$ cat config.mk
export PLATFORM = sky130hd
export DESIGN_NAME = collision_scheduler
export DESIGN_NICKNAME = d
export VERILOG_FILES = /design/src/rtl/collision_scheduler.sv
export SDC_FILE = /design/constraint.sdc
export NUM_CORES = 1
export LEC_CHECK = 0
export CAP_MARGIN = 20
export CORE_MARGIN = 10
export CORE_UTILIZATION = 45
export CTS_CLUSTER_DIAMETER = 80
export CTS_CLUSTER_SIZE = 30
export DETAILED_ROUTE_END_ITERATION = 8
export PLACE_DENSITY = 0.77
export SLEW_MARGIN = 10
export SYNTH_ARGS = -nofsm -noshare
export SYNTH_HDL_FRONTEND = slang
export SYNTH_SLANG_ARGS = --single-unit
$ cat constraint.sdc
create_clock -name Clk -period 2.8 [get_ports Clk]
set_input_delay 0.28 -clock Clk [delete_from_list [all_inputs] [get_ports Clk]]
set_output_delay 0.28 -clock Clk [all_outputs]
set_load 0.02 [all_outputs]
$ cat src/rtl/collision_scheduler.sv
`default_nettype none
// ============================================================================
// Module   : collision_scheduler
// Purpose  : Time-multiplexed collision checker for the tank playfield. On a
//            frame_start pulse it walks every (object, wall) pair through one
//            shared axis-aligned overlap comparator, testing each object at
//            its proposed next position, and publishes one blocked bit per
//            object in hit.
// Revision : 1.0 - initial release
// ----------------------------------------------------------------------------
// Ports:
//   Clk, Reset_n            clock (rising edge), async active-low reset
//   frame_start             one-cycle pulse that starts a scan
//   obj_sel                 index of the object currently being read
//   obj_x/y/w/h, obj_dx/dy  selected object rectangle and signed step
//   wall_sel                index of the wall currently being read
//   wall_x/y/w/h            selected wall rectangle
//   busy                    high from scan start until the result is posted
//   done                    one-cycle pulse when hit is updated
//   hit                     bit i set: object i collides at its next position
//   overrun                 sticky: frame_start arrived while busy
// Configuration:
//   COLLISION_EARLY_EXIT_EN  when defined, an object's remaining walls are
//                            skipped once it is known to be blocked.
// ============================================================================
module collision_scheduler #(
    parameter int NUM_OBJ   = 4,
    parameter int NUM_WALLS = 4,
    parameter int OBJ_BITS  = 2,
    parameter int WALL_BITS = 2
) (
    input  logic                 Clk,
    input  logic                 Reset_n,
    input  logic                 frame_start,
    output logic [OBJ_BITS-1:0]  obj_sel,
    input  logic [9:0]           obj_x,
    input  logic [9:0]           obj_y,
    input  logic [9:0]           obj_w,
    input  logic [9:0]           obj_h,
    input  logic [9:0]           obj_dx,
    input  logic [9:0]           obj_dy,
    output logic [WALL_BITS-1:0] wall_sel,
    input  logic [9:0]           wall_x,
    input  logic [9:0]           wall_y,
    input  logic [9:0]           wall_w,
    input  logic [9:0]           wall_h,
    output logic                 busy,
    output logic                 done,
    output logic [NUM_OBJ-1:0]   hit,
    output logic                 overrun
);

    localparam logic [OBJ_BITS-1:0]  LAST_OBJ  = OBJ_BITS'(NUM_OBJ - 1);
    localparam logic [WALL_BITS-1:0] LAST_WALL = WALL_BITS'(NUM_WALLS - 1);

    typedef enum logic [1:0] {
        IDLE = 2'd0,
        SCAN = 2'd1,
        DONE = 2'd2
    } state_t;

    state_t state, next_state;

    logic [NUM_OBJ-1:0] acc;

    // ------------------------------------------------------------------
    // Shared overlap comparator. Positions are widened to 11 bits so the
    // signed step can drive the next position below zero (bit 10 set),
    // and so right/bottom edge sums never wrap.
    // ------------------------------------------------------------------
    logic [10:0] nx, ny;
    logic [10:0] obj_r, obj_b, wall_r, wall_b;
    logic        off_screen, overlap, pair_hit;

    always_comb begin
        nx         = {1'b0, obj_x} + {obj_dx[9], obj_dx};
        ny         = {1'b0, obj_y} + {obj_dy[9], obj_dy};
        obj_r      = nx + {1'b0, obj_w};
        obj_b      = ny + {1'b0, obj_h};
        wall_r     = {1'b0, wall_x} + {1'b0, wall_w};
        wall_b     = {1'b0, wall_y} + {1'b0, wall_h};
        off_screen = nx[10] | ny[10];
        // Strict compares: edges that merely touch do not overlap.
        overlap    = (nx < wall_r) && ({1'b0, wall_x} < obj_r) &&
                     (ny < wall_b) && ({1'b0, wall_y} < obj_b);
        pair_hit   = off_screen | overlap;
    end

    // ------------------------------------------------------------------
    // Early exit: a blocked object needs no further walls, so treat the
    // current wall as its last one.
    // ------------------------------------------------------------------
    logic skip_rest;
`ifdef COLLISION_EARLY_EXIT_EN
    assign skip_rest = pair_hit;
`else
    assign skip_rest = 1'b0;
`endif

    logic wall_wrap;
    logic last_pair;

    assign wall_wrap = (wall_sel == LAST_WALL) || skip_rest;
    assign last_pair = wall_wrap && (obj_sel == LAST_OBJ);

    // ------------------------------------------------------------------
    // FSM: state register
    // ------------------------------------------------------------------
    always_ff @(posedge Clk or negedge Reset_n) begin
        if (!Reset_n) begin
            state <= IDLE;
        end else begin
            state <= next_state;
        end
    end

    // ------------------------------------------------------------------
    // FSM: next state and control decode
    // ------------------------------------------------------------------
    logic start_scan;
    logic scanning;
    logic post_result;

    always_comb begin
        next_state  = state;
        busy        = 1'b0;
        start_scan  = 1'b0;
        scanning    = 1'b0;
        post_result = 1'b0;
        case (state)
            IDLE: begin
                if (frame_start) begin
                    start_scan = 1'b1;
                    next_state = SCAN;
                end
            end
            SCAN: begin
                busy     = 1'b1;
                scanning = 1'b1;
                if (last_pair) begin
                    next_state = DONE;
                end
            end
            DONE: begin
                busy        = 1'b1;
                post_result = 1'b1;
                next_state  = IDLE;
            end
            default: begin
                next_state = IDLE;
            end
        endcase
    end

    // ------------------------------------------------------------------
    // Index counters and hit accumulator
    // ------------------------------------------------------------------
    always_ff @(posedge Clk or negedge Reset_n) begin
        if (!Reset_n) begin
            obj_sel  <= '0;
            wall_sel <= '0;
            acc      <= '0;
        end else if (start_scan) begin
            obj_sel  <= '0;
            wall_sel <= '0;
            acc      <= '0;
        end else if (scanning) begin
            if (pair_hit) begin
                acc[obj_sel] <= 1'b1;
            end
            if (wall_wrap) begin
                wall_sel <= '0;
                // Park on object 0 after the final pair so the selects
                // are idle-clean until the next scan.
                obj_sel  <= last_pair ? '0 : obj_sel + 1'b1;
            end else begin
                wall_sel <= wall_sel + 1'b1;
            end
        end
    end

    // ------------------------------------------------------------------
    // Result, done pulse and overrun flag
    // ------------------------------------------------------------------
    always_ff @(posedge Clk or negedge Reset_n) begin
        if (!Reset_n) begin
            hit     <= '0;
            done    <= 1'b0;
            overrun <= 1'b0;
        end else begin
            done <= post_result;
            if (post_result) begin
                hit <= acc;
            end
            // A start request is only honoured in IDLE; anywhere else it
            // is dropped and remembered until reset.
            if (frame_start && (state != IDLE)) begin
                overrun <= 1'b1;
            end
        end
    end

endmodule
`default_nettype wire

==> impl_metrics.prom <==
# TYPE chip_impl_metric gauge
chip_impl_info{name="timing.hold.worst.class",value="input port to asynchronous set/reset pin"} 1
chip_impl_metric{name="all_layer_global_routing_usage",unit="%"} 20.1
chip_impl_metric{name="met3_usage",unit="%"} 3.67
chip_impl_metric{name="overflow",unit=""} 0
chip_impl_metric{name="finalMaxSlewViolations",unit=""} 0
chip_impl_metric{name="static-leakage-power",unit="nW"} 3.24
chip_impl_info{name="critPathLaunchType",value="input port"} 1
chip_impl_metric{name="insertion_delay",unit="ns"} 0.25
chip_impl_metric{name="p_comb_share",unit="%"} 83.0
chip_impl_metric{name="antenna_violating_nets_post_route",unit=""} 0
chip_impl_metric{name="wl_per_cell",unit="um"} 17.6
chip_impl_metric{name="crit_path_max_incr_delay",unit="ns"} 0.48
chip_impl_metric{name="grt_start_max_net_pins",unit=""} 17
chip_impl_info{name="tritoncts",value="yes"} 1
chip_impl_metric{name="synth_seq_area_share",unit="%"} 10.8
chip_impl_metric{name="setup_violations",unit=""} 4
chip_impl_metric{name="design.die.area",unit="um^2"} 12200
chip_impl_metric{name="fin_area",unit="um^2"} 6540
chip_impl_metric{name="ys_ff_latch",unit=""} 16
chip_impl_metric{name="critPathRequiredTime",unit="ns"} 2.99
chip_impl_metric{name="seq_power_share",unit="%"} 10.3
chip_impl_info{name="cts-root-buf",value="clkbuf_8"} 1
chip_impl_metric{name="worstMarginPinSlew",unit="ns"} 0.693
chip_impl_info{name="yosys-top-cells-area",value="ha_1 36%, dfrtp_1 11%, a21oi_1 6.4%"} 1
chip_impl_info{name="post-synth-top-area-cell",value="ha_1"} 1
chip_impl_metric{name="die_h",unit="um"} 111
chip_impl_metric{name="routed_wirelength",unit="um"} 13900
chip_impl_metric{name="grt_antenna_before_repair",unit=""} 0
chip_impl_info{name="critPathSlowestCell",value="clkdlybuf4s50_1"} 1
chip_impl_metric{name="cell_internal_pwr",unit="W"} 0.00179
chip_impl_metric{name="synthesis.area",unit="um^2"} 3690
chip_impl_metric{name="grt_pass1_vias",unit=""} 4651
chip_impl_metric{name="switching_share",unit="%"} 42.4
chip_impl_metric{name="floorplan.io_pins",unit=""} 114
chip_impl_info{name="cell_chain_critical_path",value="clkdlybuf4s50_1 > ha_4 > nand2_1 > o21ai_2 > xor2_2 > ha_1 > a21o_1 > nor4_4 > or2_1 > xor2_2 > ha_1 > o21a_1 > o21a_1 > o21ai_2 > nor3_2 > o311ai_2 > buf_4 > a22o_1"} 1
chip_impl_metric{name="cts-buffers-inserted",unit=""} 3
chip_impl_metric{name="port_buffers",unit=""} 113
chip_impl_metric{name="critPathArrivalTime",unit="ns"} 4.17
chip_impl_metric{name="synth_largest_type_area_fraction",unit="%"} 36.3
chip_impl_metric{name="hpwlAfterDp",unit="um"} 9950
chip_impl_info{name="status",value="finished, violations left"} 1
chip_impl_metric{name="cts_sinks",unit=""} 16
chip_impl_info{name="yosys.cell_count.top_type",value="ha_1"} 1
chip_impl_metric{name="routed_via_density",unit=""} 5.41
chip_impl_metric{name="maxCapViolations",unit=""} 0
chip_impl_metric{name="worst_ir_drop_vdd",unit="mV"} 0.205
chip_impl_metric{name="mappedNetlistNets",unit=""} 639
chip_impl_info{name="worstSetupPathType",value="input port to register"} 1
chip_impl_metric{name="routability_congestion_estimate",unit=""} 0.898
chip_impl_metric{name="dpl_cell_area",unit="um^2"} 5920
chip_impl_metric{name="finalNetCount",unit=""} 905
chip_impl_metric{name="cts_buffer_depth",unit=""} 2
chip_impl_metric{name="initial_utilization",unit="%"} 47.0
chip_impl_metric{name="fp-row-count",unit=""} 32
chip_impl_metric{name="syn-mean-instance-area",unit="um^2"} 8.73
chip_impl_metric{name="hold_slack",unit="ns"} 0.444
chip_impl_metric{name="critical_path.max_fanout",unit=""} 4
chip_impl_metric{name="synth_warnings",unit=""} 0
chip_impl_metric{name="detailroute.via_count",unit=""} 4270
chip_impl_metric{name="met1_usage",unit="%"} 23.4
chip_impl_metric{name="cts_max_level",unit=""} 1
chip_impl_metric{name="post_layout_nonfiller_instances",unit=""} 790
chip_impl_metric{name="share_clk_of_total_power",unit="%"} 6.6
chip_impl_metric{name="synth.lib_cells_used.distinct",unit=""} 43
chip_impl_metric{name="detailedRoute.firstPassIterationCount",unit=""} 4
chip_impl_info{name="endpoint_kind",value="register"} 1
chip_impl_metric{name="placed_cells_incl_taps",unit=""} 757
chip_impl_metric{name="drt_iter0_drc",unit=""} 167
chip_impl_metric{name="layout_min_cycle_time",unit="ns"} 3.97
chip_impl_metric{name="post_synth_edffs",unit=""} 0
chip_impl_info{name="gr-max-usage-layer",value="met2"} 1
chip_impl_info{name="postSynth.topFlopCell",value="dfrtp_1"} 1
chip_impl_metric{name="postSynthCellCount",unit=""} 423
chip_impl_metric{name="core_area",unit="um^2"} 7850
chip_impl_metric{name="antenna-diode-count",unit=""} 0
chip_impl_metric{name="slew-limit-headroom",unit="%"} 53.7
chip_impl_metric{name="power-per-cell-area",unit="nW/um^2"} 476
chip_impl_metric{name="clkTransAtPathRegs",unit="ns"} 0.06
chip_impl_info{name="failing_checks",value="negative setup slack"} 1
chip_impl_metric{name="postLayoutCoreUtil",unit="%"} 83.3
chip_impl_metric{name="drcViolationCount",unit=""} 0
chip_impl_metric{name="reg2regPathDepth",unit=""} 5
chip_impl_metric{name="grt_first_pass_wirelength",unit="um"} 21400
chip_impl_metric{name="timing.final.hold_violations",unit=""} 0
chip_impl_info{name="synth_top_cells_by_count",value="107 x ha_1, 47 x a21oi_1, 26 x xnor2_1, 23 x a21o_1, 23 x inv_1"} 1
chip_impl_metric{name="timing.fmax",unit="GHz"} 0.252
chip_impl_metric{name="die_w",unit="um"} 111
chip_impl_metric{name="setup_ws",unit="ns"} -1.17
chip_impl_metric{name="total_switching_power",unit="W"} 0.00132
chip_impl_metric{name="fin_crit_sh",unit="%"} 142
chip_impl_info{name="rsz0062_at_grt",value="true"} 1
chip_impl_metric{name="use_met2",unit="%"} 36.7
chip_impl_metric{name="skew",unit="ns"} 0.00390
chip_impl_metric{name="layout-drive-gt1-share",unit="%"} 33.4
chip_impl_metric{name="asyncSetResetFlopFracSynth",unit="%"} 100
chip_impl_metric{name="syn_to_final_growth",unit="%"} 77.1
[stage by stage]
step	total power [W]	worst slack [ns]	setup TNS [ns]
2_1_floorplan	0.00156	-0.793	-3.17
3_5_place_dp	0.00247	-1.73	-6.93
5_1_grt	0.00339	-1.35	-5.32
3_3_place_gp	0.00236	-1.48	-5.93
4_1_cts	0.00289	-0.977	-3.91
6_report	0.00311	-1.17	-4.68
[worst max-delay path, delay by kind of cell]
| family | cells | cell delay, ns |
|---|---|---|
| fa+ha+maj | 3 | 0.89 |
| xor+xnor | 2 | 0.37 |
| simple gates | 4 | 0.69 |
| compound gates | 7 | 1.31 |
| buf+inv | 2 | 0.65 |
[power groups by stage]
stage	Clock, W	Combinational [W]	Sequential [W]
4_1_cts	0.000208	0.00236	0.000320
5_1_grt	0.000219	0.00284	0.000329
2_1_floorplan	0	0.00122	0.000343
3_5_place_dp	0	0.00215	0.000323
6_report	0.000207	0.00258	0.000321
3_3_place_gp	0	0.00204	0.000320
[cells by family after synthesis]
group | synth area share [%]
buf+inv | 2.75
flops | 10.8
simple gates | 10.0
fa+ha+maj | 39.5
mux | 2.03
xor+xnor | 12.0
compound gates | 22.8
[path summary, 6_finish.rpt]
path	start	endpoint	slack, ns
max	obj_dx[6]	acc[1]$_DFFE_PN0P_	-1.17
min	Reset_n	state[0]$_DFFE_PN0P_	0.44
max reg2reg	state[0]$_DFFE_PN0P_	acc[2]$_DFFE_PN0P_	1.28
min reg2reg	overrun$_DFFE_PN0P_	overrun$_DFFE_PN0P_	0.47
max in group asynchronous	Reset_n	hit[3]$_DFFE_PN0P_	1.92
min in group Clk	overrun$_DFFE_PN0P_	overrun$_DFFE_PN0P_	0.47
[sequential cells by signal (all words and copies together) (netlist names)]
name / flops
obj_sel: 2
done: 1
acc: 4
hit: 4
overrun: 1
wall_sel: 2
state: 2
[timing repair]
action / CTS / global route
buffers inserted: 21 / 8
hold buffers: 0 / 0
hold endpoints to repair: 0 / 0
gates resized for setup: 79 / 36
pin swaps: 58 / 37
endpoints found under the setup margin: 4 / 4
[routing by layer]
metal  part of all wire [%]  up-vias
met5                      0        -
met4                    3.0        0
met3                    5.8       32
met2                     50      176
met1                     41     1970
li1                       -     2092
[cell usage in the layout (no fill, tap or decap), types with 3 or more instances in the layout]
cell | netlist | layout
a211oi_1 | 4 | 4
a21o_1 | 23 | 23
a21oi_1 | 47 | 35
a21oi_2 | 1 | 10
a21oi_4 | 0 | 3
a22o_1 | 4 | 4
and3_1 | 4 | 4
buf_4 | 0 | 148
buf_6 | 0 | 6
clkbuf_8 | 0 | 4
clkdlybuf4s50_1 | 0 | 89
dfrtp_1 | 16 | 16
dlygate4sd2_1 | 0 | 11
dlymetal6s2s_1 | 0 | 4
fa_2 | 0 | 4
ha_1 | 107 | 91
ha_4 | 0 | 14
inv_1 | 23 | 20
inv_2 | 2 | 5
mux2_2 | 4 | 4
mux2i_1 | 3 | 3
nand2_1 | 22 | 22
nand2b_1 | 5 | 5
nand3_1 | 7 | 7
nand4_1 | 3 | 3
nor2_1 | 19 | 19
nor2b_1 | 4 | 4
nor3_1 | 7 | 4
nor3_2 | 0 | 3
o2111ai_1 | 3 | 3
o21a_1 | 5 | 5
o21ai_0 | 8 | 5
o21ai_1 | 17 | 15
o21ai_2 | 0 | 5
o21bai_1 | 7 | 6
xnor2_1 | 26 | 21
xnor2_2 | 2 | 7
xor2_1 | 21 | 18
xor2_2 | 0 | 3
[cell type report]
type,instances,area (um^2)
multi-input combinational,380,3600
timing repair buffer,263,2260
fill,425,1310
sequential,16,400
tap,102,128
inverter,25,93.8
clock buffer,4,55.1
Note: power is estimated with default switching activity, not from simulation.
